[config.mk]
export PLATFORM = sky130hd
export DESIGN_NAME = if_stage
export DESIGN_NICKNAME = d
export VERILOG_FILES = /design/src/rtl/if_stage_pkg.sv /design/src/rtl/if_stage_if_id_reg.sv /design/src/rtl/if_stage.sv
export SDC_FILE = /design/constraint.sdc
export NUM_CORES = 1
export LEC_CHECK = 0
export ABC_CLOCK_PERIOD_IN_PS = 2730
export BUFFER_PORTS_ARGS = -buffer_cell sky130_fd_sc_hd__buf_2
export CAP_MARGIN = 20
export CORE_MARGIN = 3
export CORE_UTILIZATION = 50
export CTS_CLUSTER_DIAMETER = 200
export DETAILED_ROUTE_END_ITERATION = 10
export HOLD_SLACK_MARGIN = 0.08
export PLACE_DENSITY = 0.8
export SYNTH_ARGS = -nofsm -noshare
export SYNTH_HDL_FRONTEND = slang
export SYNTH_SLANG_ARGS = --single-unit
[constraint.sdc]
create_clock -name clk -period 2.73 [get_ports clk]
set_clock_uncertainty 0.1 [all_clocks]
set_input_delay 0.4095 -clock clk [delete_from_list [all_inputs] [get_ports clk]]
set_output_delay 0.4095 -clock clk [all_outputs]
set_load 0.01 [all_outputs]
[src/rtl/if_stage_pkg.sv]
// Shared CPU definitions used by the instruction-fetch stage: reset PC,
// bubble encoding and the fetch FSM state type.
package if_stage_pkg;

  localparam logic [15:0] CPU_RESET_PC  = 16'h0000;
  localparam logic [15:0] CPU_NOP_INSTR = 16'h0800;

  typedef enum logic [1:0] {
    FETCH = 2'd0,
    WAIT  = 2'd1,
    HOLD  = 2'd2
  } if_state_e;

  function automatic logic [15:0] inc_pc(input logic [15:0] p);
    return p + 16'd1;
  endfunction

endpackage

[src/rtl/if_stage_if_id_reg.sv]
// IF/ID pipeline register: bubble overrides load, otherwise contents hold.
module if_id_reg
  import if_stage_pkg::*;
#(
  parameter logic [15:0] NOP_INSTR = CPU_NOP_INSTR
) (
  input  logic        clk,
  input  logic        rst,
  input  logic        load,
  input  logic        bubble,
  input  logic [15:0] instr_in,
  input  logic [15:0] pc_next_in,
  output logic [15:0] instr,
  output logic [15:0] pc_next,
  output logic        valid
);

  always_ff @(posedge clk or posedge rst) begin
    if (rst) begin
      instr   <= NOP_INSTR;
      pc_next <= '0;
      valid   <= 1'b0;
    end else if (bubble) begin
      instr   <= NOP_INSTR;
      pc_next <= '0;
      valid   <= 1'b0;
    end else if (load) begin
      instr   <= instr_in;
      pc_next <= pc_next_in;
      valid   <= 1'b1;
    end
  end

endmodule

[src/rtl/if_stage.sv]
// Instruction-fetch stage: PC register, imem req/ready handshake with
// stall/flush/bus-yield handling, and the IF/ID register.
module if_stage
  import if_stage_pkg::*;
#(
  parameter logic [15:0] RESET_PC  = CPU_RESET_PC,
  parameter logic [15:0] NOP_INSTR = CPU_NOP_INSTR
) (
  input  logic        clk,
  input  logic        rst,
  input  logic [15:0] pc_in,
  output logic [15:0] pc_next,
  input  logic        stall,
  input  logic        flush,
  input  logic        mem_busy,
  output logic        imem_req,
  output logic [15:0] imem_addr,
  input  logic        imem_ready,
  input  logic [15:0] imem_rdata,
  output logic [15:0] pc,
  output logic [15:0] if_instr,
  output logic [15:0] if_pc_next,
  output logic        if_valid
);

  if_state_e   state, state_n;
  logic        kill, kill_n;
  logic [15:0] hold_buf, buf_n;
  logic [15:0] pc_n;
  logic        fetch_req;
  logic        ld, bub;
  logic [15:0] ld_instr;

  assign pc_next   = inc_pc(pc);
  assign imem_addr = pc;
  assign fetch_req = (state == WAIT) || ((state == FETCH) && !mem_busy);
  assign imem_req  = fetch_req && !rst;
  assign ld_instr  = (state == HOLD) ? hold_buf : imem_rdata;

  always_ff @(posedge clk or posedge rst) begin
    if (rst) begin
      state    <= FETCH;
      kill     <= 1'b0;
      hold_buf <= '0;
      pc       <= RESET_PC;
    end else begin
      state    <= state_n;
      kill     <= kill_n;
      hold_buf <= buf_n;
      pc       <= pc_n;
    end
  end

  // Whenever the stage is not stalled and delivers nothing, IF/ID takes a
  // bubble so the decode stage never sees the same instruction twice.
  always_comb begin
    state_n = state;
    kill_n  = kill;
    buf_n   = hold_buf;
    pc_n    = pc;
    ld      = 1'b0;
    bub     = 1'b0;
    case (state)
      FETCH: begin
        if (flush) begin
          bub  = 1'b1;
          pc_n = pc_in;
          if (fetch_req && !imem_ready) begin
            kill_n  = 1'b1;
            state_n = WAIT;
          end
        end else if (stall) begin
          if (fetch_req) begin
            if (imem_ready) begin
              buf_n   = imem_rdata;
              state_n = HOLD;
            end else begin
              state_n = WAIT;
            end
          end
        end else if (mem_busy) begin
          bub = 1'b1;
        end else if (imem_ready) begin
          ld   = 1'b1;
          pc_n = pc_in;
        end else begin
          bub     = 1'b1;
          state_n = WAIT;
        end
      end
      WAIT: begin
        if (flush) begin
          bub  = 1'b1;
          pc_n = pc_in;
          if (imem_ready) begin
            kill_n  = 1'b0;
            state_n = FETCH;
          end else begin
            kill_n = 1'b1;
          end
        end else if (kill) begin
          // Stale response from before a redirect: swallow it.
          if (imem_ready) begin
            bub     = 1'b1;
            kill_n  = 1'b0;
            state_n = FETCH;
          end else if (!stall) begin
            bub = 1'b1;
          end
        end else if (imem_ready) begin
          if (stall) begin
            buf_n   = imem_rdata;
            state_n = HOLD;
          end else begin
            ld      = 1'b1;
            pc_n    = pc_in;
            state_n = FETCH;
          end
        end else if (!stall) begin
          bub = 1'b1;
        end
      end
      HOLD: begin
        if (flush) begin
          bub     = 1'b1;
          pc_n    = pc_in;
          state_n = FETCH;
        end else if (!stall) begin
          ld      = 1'b1;
          pc_n    = pc_in;
          state_n = FETCH;
        end
      end
      default: begin
        state_n = FETCH;
        kill_n  = 1'b0;
      end
    endcase
  end

  if_id_reg #(
    .NOP_INSTR(NOP_INSTR)
  ) u_if_id (
    .clk       (clk),
    .rst       (rst),
    .load      (ld),
    .bubble    (bub),
    .instr_in  (ld_instr),
    .pc_next_in(pc_next),
    .instr     (if_instr),
    .pc_next   (if_pc_next),
    .valid     (if_valid)
  );

endmodule

==> flow_metrics.py, run 1 <==
metrics = {
    "synthesis": {
        "post_synth_inst_count": 279,
        "yosysTopAreaCell": "dfrtp_1",
        "synth_seq_area_share_pct": 50.1,
        "yosys.area.top_type_share_pct": 49.3,
        "yosys_warning_total": 0,
        "post_synth_instance_area_mm2": 0.00340,
        "synth.distinct_cells": 39,
        "top_post_synthesis_cells_by_area": "dfrtp_1 (49%), mux2_2 (11%), mux2i_1 (5.0%)",
        "synth.ff_latch_count": 68,
        "syn-mean-instance-area_um2": 12.2,
        "post_synth_net_total": 324,
    },
    "final_layout": {
        "nNetsFinal": 433,
        "final_area_mm2": 0.00415,
        "fraction_of_layout_cells_with_a_size_suffix_above_1_pct": 47.8,
        "layout_commonest_cell": "buf_2",
        "antenna_cells": 0,
        "finish.cell_count_without_fillers": 470,
        "fill_cells": 511,
        "final_cell_mix": "buf_2 (119), dfrtp_1 (64), mux2_2 (32)",
        "area.growth.synth_to_final_pct": 22.0,
    },
    "worst_setup_path": {
        "cp-end-kind": "primary output",
        "cp_data_required_time_ns": 2.22,
        "crit_buf_inv": 1,
        "worst-path-max-fanout": 6,
        "arrival_ns": 2.06,
        "critical-path-slowest-cell": "dfrtp_1",
        "cell_family_with_the_largest_share_of_critical_path_delay": "simple AND/OR/NAND/NOR gates",
        "timing.reg2reg.worst_path_depth": 7,
        "worst_setup_slack_for_register_to_register_paths_ns": 0.24,
        "reg2reg_to": "u_if_id.instr[9]$_DFFE_PP0P_",
        "timing.critical_path.cells": "and4_1 -> nand4_2 -> nor4_2 -> xor2_1 -> buf_2",
        "path_class": "register to primary output",
        "worst_setup_path_start_kind": "register",
        "r2r_start": "state[1]$_DFFE_PP0P_",
        "cp_slowest_stage_delay_ns": 0.45,
    },
    "global_route": {
        "antenna_found_initial": 0,
        "grt_first_pass_wirelength_um": 12000,
        "overflow_after_grt": 0,
        "grt_pass1_vias": 2565,
        "largest_net_degree_at_the_start_of_global_routing": 44,
        "globalRouteTotalUtil_pct": 19.9,
    },
    "timing": {
        "finalCritPeriodShare_pct": 94.2,
        "report.final.slew_viol_count": 0,
        "totalNegativeSetupSlack_ns": 0,
        "hold-worst-slack_ns": 0.196,
        "finalSetupViolations": 0,
        "finalWorstPathRequiredPeriod_ns": 2.57,
        "achievable-frequency_mhz": 389,
        "grt_setup_unrepaired": "false",
        "fin_ws_ns": 0.157,
        "timing.max_slew.rel_slack_pct": 61.2,
        "worst_slew_pin_slew_ns": 0.581,
        "hold_viol_final": 0,
    },
    "power_and_ir_drop": {
        "pwr_density_cell_mw_per_mm2": 1080,
        "swShare_pct": 40.1,
        "net-switching-power_mw": 1.79,
        "pwr-share-seq_pct": 37.1,
        "max-vdd-ir-drop_mv": 0.648,
        "power_share_of_the_clock_group_pct": 18.0,
        "p_int_mw": 2.67,
        "p_leak_nw": 2.08,
        "power.share.combinational_pct": 44.9,
    },
    "hold_path": {
        "worst_hold_path_class": "primary input to register",
        "hold_path_depth": 3,
        "timing.hold.worst_endpoint": "imem_addr[0]$_DFFE_PP0P_",
        "min_from": "pc_in[0]",
    },
    "place": {
        "place_worst_setup_slack_ns": 0.193,
        "gp_congestion": 0.851,
        "placedInstanceArea_mm2": 0.00392,
        "dp.final_hpwl_um": 5550,
        "placed_cells": 451,
        "placement.io_buffers": 119,
    },
    "clock_tree": {
        "cts_tree": "built",
        "tritoncts.num_buffers": 9,
        "worstSkewPairLatency_ns": 0.33,
        "ctsLongestPathBuffers": 2,
        "ctsRootBufferMaster": "clkbuf_8",
        "cts_htree_levels": 3,
        "numClockSinks": 68,
        "worst_setup_hold_path_clk_slew_ns": 0.08,
    },
    "routing": {
        "detailedRoute.firstPassIterationCount": 4,
        "num_vias": 2608,
        "antenna_left": 0,
        "detail_route.wl_per_cell_um": 16.3,
        "drc_errors": 0,
        "violation_count_after_the_first_detailed_route_iteration": 135,
        "avgViaCountPerCell": 5.55,
        "drt-total-wl_um": 7640,
    },
    "die": {
        "pin_count": 120,
        "core_area_mm2": 0.00646,
        "chip_width_um": 88.5,
        "die-height_um": 88.5,
        "initial_utilization_pct": 52.7,
        "placementRows": 29,
        "floorplan.die_area_mm2": 0.00783,
    },
    "run": {
        "cap_viol_max_count": 0,
    },
    "run_status": {
        "run_status": "finished, final reports clean",
    },
}
-- timing repair --
| action | in CTS | in global routing |
|---|---|---|
| endpoints found under the hold margin | 25 | 0 |
| buffers inserted | 0 | 1 |
| endpoints found under the setup margin | 0 | 20 |
| hold buffers | 1 | 0 |
| resized for setup | 0 | 6 |
-- logic make-up after synthesis --
kind of cell,Yosys count,synth area share (%)
xor+xnor,14,3.60
fa+ha+maj,7,2.57
buf+inv,37,7.39
simple gates,51,8.16
flops,68,50.1
compound gates,53,12.6
mux,49,15.6
-- cells in the mapped netlist, drive strengths merged --
cell type   n
xnor2       7
xor2        7
and2        2
nor3        7
nand4       2
inv         9
a31oi       2
dfrtp      67
mux2i      17
nand3       6
a21oi       7
mux2       32
a2111oi     1
o22ai       2
a22o       16
o21a        1
a31o        1
and4        2
ha          7
nand2b      4
o2bb2ai    15
dfstp       1
nor2        9
o22a        1
o21ai       5
nand2      17
nor4        1
nor2b       1
buf        27
a22oi       1
o2111ai     1
clkbuf      1
-- worst reg2reg max path, cell delays in order, from the launching register on --
cell	delay [ns]
dfrtp_1	0.43
inv_1	0.15
ha_1	0.39
nand2b_1	0.16
a21oi_1	0.18
o21a_1	0.28
nand2_1	0.40
o2bb2ai_1	0.32
-- layer usage --
layer / vias to the layer above / track usage, % / routed length (µm)
li1: 1207 / - / -
met1: 1275 / 25.6 / 3220
met2: 111 / 31.4 / 3670
met3: 15 / 5.12 / 615
met4: 0 / 9.62 / 142
met5: - / 0 / 0
-- flip-flops by register name (all words and copies together), names as in the netlist --
register         cells
hold_buf            16
imem_addr           16
kill                 1
state                2
u_if_id.instr       16
u_if_id.pc_next     16
u_if_id.valid        1
-- power by group through the flow --
stage	clock network (mW)	logic (mW)	registers, mW
floorplan	0	1.46	1.69
global placement	0	1.93	1.64
detailed placement	0	1.98	1.67
CTS	0.825	1.98	1.65
global route	0.880	2.19	1.71
finish	0.806	2.00	1.66
-- per-stage QoR --
stage,power (mW),util [%]
2_1_floorplan,3.15,-
3_3_place_gp,3.57,60.7
3_5_place_dp,3.64,60.7
4_1_cts,4.46,63.8
5_1_grt,4.78,64.2
6_report,4.47,64.2
-- how the worst max path moves through the flow --
stage	startpoint	depth (start not counted)	slack [ns]	end
final	imem_addr[3]$_DFFE_PP0P_	5	0.16	pc_next[15]
after global routing	imem_addr[3]$_DFFE_PP0P_	5	0.004	pc_next[15]
after CTS	imem_addr[0]$_DFFE_PP0P_	6	0.05	pc_next[10]
after detailed placement	state[0]$_DFFE_PP0P_	7	0.19	u_if_id.pc_next[9]$_DFFE_PP0P_
after global placement	state[0]$_DFFE_PP0P_	7	0.27	u_if_id.pc_next[6]$_DFFE_PP0P_
after floorplan	rst	1	0.51	hold_buf[0]$_DFFE_PP0P_
-- final cells by class --
type                            count  area, µm²  area share [%]
Inverter                            9       33.8           0.814
Clock buffer                       10        128            3.08
Sequential cell                    68       1710            41.1
Multi-Input combinational cell    175       1470            35.3
Clock inverter                      6       63.8            1.54
Timing Repair Buffer              125        656            15.8
Tap cell                           77       96.3            2.32
(Power assumes the default switching activity.)
==> run 2, diff against run 1 <==
--- a/config.mk
+++ b/config.mk
@@ -6,7 +6,7 @@
 export NUM_CORES = 1
 export LEC_CHECK = 0
 export ABC_CLOCK_PERIOD_IN_PS = 2730
-export BUFFER_PORTS_ARGS = -buffer_cell sky130_fd_sc_hd__buf_2
+export BUFFER_PORTS_ARGS = -buffer_cell sky130_fd_sc_hd__clkbuf_2
 export CAP_MARGIN = 20
 export CORE_MARGIN = 3
 export CORE_UTILIZATION = 50
==> run 2 against run 1 <==
Setup slack worse by 0.064 ns. Fmax down 2.4%. Core utilization up 0.37 points. Register-to-register slack worse by 0.02 ns. Hold slack about the same. Critical path depth unchanged. Routed wire length down 1.6%. Clock-buffer cell count down 1. Clock power up 15%. Sequential power about the same. Combinational power about the same. First-iteration DRC count down 5.2%. Critical path type unchanged. Highest routed layer unchanged.
==> flow_metrics.py, run 2 (same netlist as run 1, synthesis figures left out) <==
metrics = {
    "worst_setup_path": {
        "path_class": "register to primary output",
        "worst-path-max-fanout": 6,
        "timing.reg2reg.worst_path_depth": 7,
        "cp-end-kind": "primary output",
        "worst_setup_path_start_kind": "register",
        "arrival_ns": 2.13,
        "cp_data_required_time_ns": 2.22,
        "worst_setup_slack_for_register_to_register_paths_ns": 0.22,
        "critPathLaunch": "imem_addr[1]$_DFFE_PP0P_",
        "crit_path_end": "pc_next[15]",
        "r2r_start": "state[0]$_DFFE_PP0P_",
        "reg2reg_to": "u_if_id.pc_next[7]$_DFFE_PP0P_",
    },
    "clock_tree": {
        "cts_htree_levels": 3,
        "ctsRootBufferMaster": "clkbuf_8",
        "numClockSinks": 68,
        "tritoncts.num_buffers": 9,
        "cts_tree": "built",
        "ctsLongestPathBuffers": 2,
        "worstSkewPairLatency_ns": 0.34,
        "worst_setup_hold_path_clk_slew_ns": 0.08,
    },
    "timing": {
        "finalSetupViolations": 0,
        "worst_slew_pin_slew_ns": 0.757,
        "report.final.slew_viol_count": 0,
        "timing.max_slew.rel_slack_pct": 49.4,
        "achievable-frequency_mhz": 379,
        "hold-worst-slack_ns": 0.196,
        "finalCritPeriodShare_pct": 96.6,
        "hold_viol_final": 0,
        "finalWorstPathRequiredPeriod_ns": 2.64,
    },
    "final_layout": {
        "postLayoutCoreUtil_pct": 64.6,
        "area.growth.synth_to_final_pct": 22.7,
        "fill_cells": 518,
        "fraction_of_layout_cells_with_a_size_suffix_above_1_pct": 48.0,
        "nNetsFinal": 432,
        "antenna_cells": 0,
        "final_cell_mix": "clkbuf_2 (119), dfrtp_1 (64), mux2_2 (32)",
        "layout_commonest_cell": "clkbuf_2",
    },
    "run_status": {
        "run_status": "finished, final reports clean",
    },
    "die": {
        "chip_width_um": 88.5,
        "placementRows": 29,
        "die-height_um": 88.5,
        "core_area_mm2": 0.00646,
        "initial_utilization_pct": 52.7,
        "pin_count": 120,
        "floorplan.die_area_mm2": 0.00783,
    },
    "routing": {
        "detail_route.wl_per_cell_um": 16.0,
        "antenna_left": 0,
        "violation_count_after_the_first_detailed_route_iteration": 128,
        "avgViaCountPerCell": 5.44,
        "drt-total-wl_um": 7520,
        "detailedRoute.firstPassIterationCount": 4,
        "drc_errors": 0,
        "num_vias": 2552,
    },
    "global_route": {
        "antenna_found_initial": 0,
        "grt_first_pass_wirelength_um": 11900,
        "grt_pass1_vias": 2525,
        "largest_net_degree_at_the_start_of_global_routing": 46,
        "globalRouteTotalUtil_pct": 19.7,
        "overflow_after_grt": 0,
    },
    "power_and_ir_drop": {
        "swShare_pct": 39.7,
        "power_share_of_the_clock_group_pct": 20.2,
        "power.share.combinational_pct": 43.4,
        "net-switching-power_mw": 1.82,
        "pwr-share-seq_pct": 36.4,
        "max-vdd-ir-drop_mv": 0.683,
        "pwr_density_cell_mw_per_mm2": 1100,
        "p_leak_nw": 2.08,
        "p_int_mw": 2.75,
    },
    "place": {
        "dp.final_hpwl_um": 5310,
        "placement.io_buffers": 119,
        "gp_congestion": 0.822,
    },
    "run": {
        "cap_viol_max_count": 0,
    },
    "hold_path": {
        "worst_hold_path_class": "primary input to register",
    },
}
[run 2: per-layer routing]
metal  vias to the layer above  share of wire [%]  track usage [%]
li1                       1209                  -                -
met1                      1227                 42             25.9
met2                       108                 48             31.1
met3                         8                8.1             5.12
met4                         0                1.3             8.52
met5                         -                  0                0
[run 2: how the worst min path moves through the flow]
stage                                             from                           end  cells past startpoint  slack [ns]
final                                         pc_in[0]      imem_addr[0]$_DFFE_PP0P_                      3        0.20
after detailed placement  u_if_id.instr[8]$_DFFE_PP0P_  u_if_id.instr[8]$_DFFE_PP0P_                      1        0.37
after floorplan               hold_buf[10]$_DFFE_PP0P_      hold_buf[10]$_DFFE_PP0P_                      1        0.38
after global placement       u_if_id.valid$_DFFE_PP0P_     u_if_id.valid$_DFFE_PP0P_                      2        0.37
after global routing                          pc_in[9]      imem_addr[9]$_DFFE_PP0P_                      2        0.18
after CTS                                     pc_in[0]      imem_addr[0]$_DFFE_PP0P_                      3        0.18
[run 2: area by class of cell]
class | instances | area, µm² | share of cell area, %
Clock inverter | 7 | 98.8 | 2.37
Clock buffer | 9 | 124 | 2.97
Timing Repair Buffer | 125 | 656 | 15.7
Multi-Input combinational cell | 174 | 1460 | 34.9
Inverter | 9 | 33.8 | 0.810
Tap cell | 77 | 96.3 | 2.31
Sequential cell | 68 | 1710 | 40.9
[run 2: power groups by stage]
stage	logic (mW)	clock network [mW]	registers [mW]
floorplan	1.46	0	1.69
global placement	1.94	0	1.65
detailed placement	1.96	0	1.67
CTS	1.97	0.948	1.65
global route	2.17	0.996	1.72
finish	1.98	0.925	1.66
[run 2: metrics by stage]
step / TNS (ns) / cells / power [mW] / instance area, µm² / setup WS (ns)
final: 0 / 469 / 4.57 / 4170 / 0.0933
after global placement: 0 / 451 / 3.58 / 3920 / 0.267
after global routing: -0.0288 / 469 / 4.89 / 4170 / -0.0288
after detailed placement: 0 / 451 / 3.63 / 3920 / 0.211
after CTS: 0 / 468 / 4.58 / 4150 / 0.0218
after floorplan: 0 / 279 / 3.15 / 3400 / 0.511
[run 2: repair_timing]
action	CTS	global route
endpoints found under the setup margin	0	17
endpoints found under the hold margin	23	0
hold buffers	1	0
setup buffers	0	1
gates resized for setup	0	6
[run 2: critical path: stages (launching register included)]
cell	delay, ns
dfrtp_1	0.42
and4_1	0.28
nand4_2	0.20
nor4_2	0.37
xor2_1	0.31
clkbuf_2	0.20
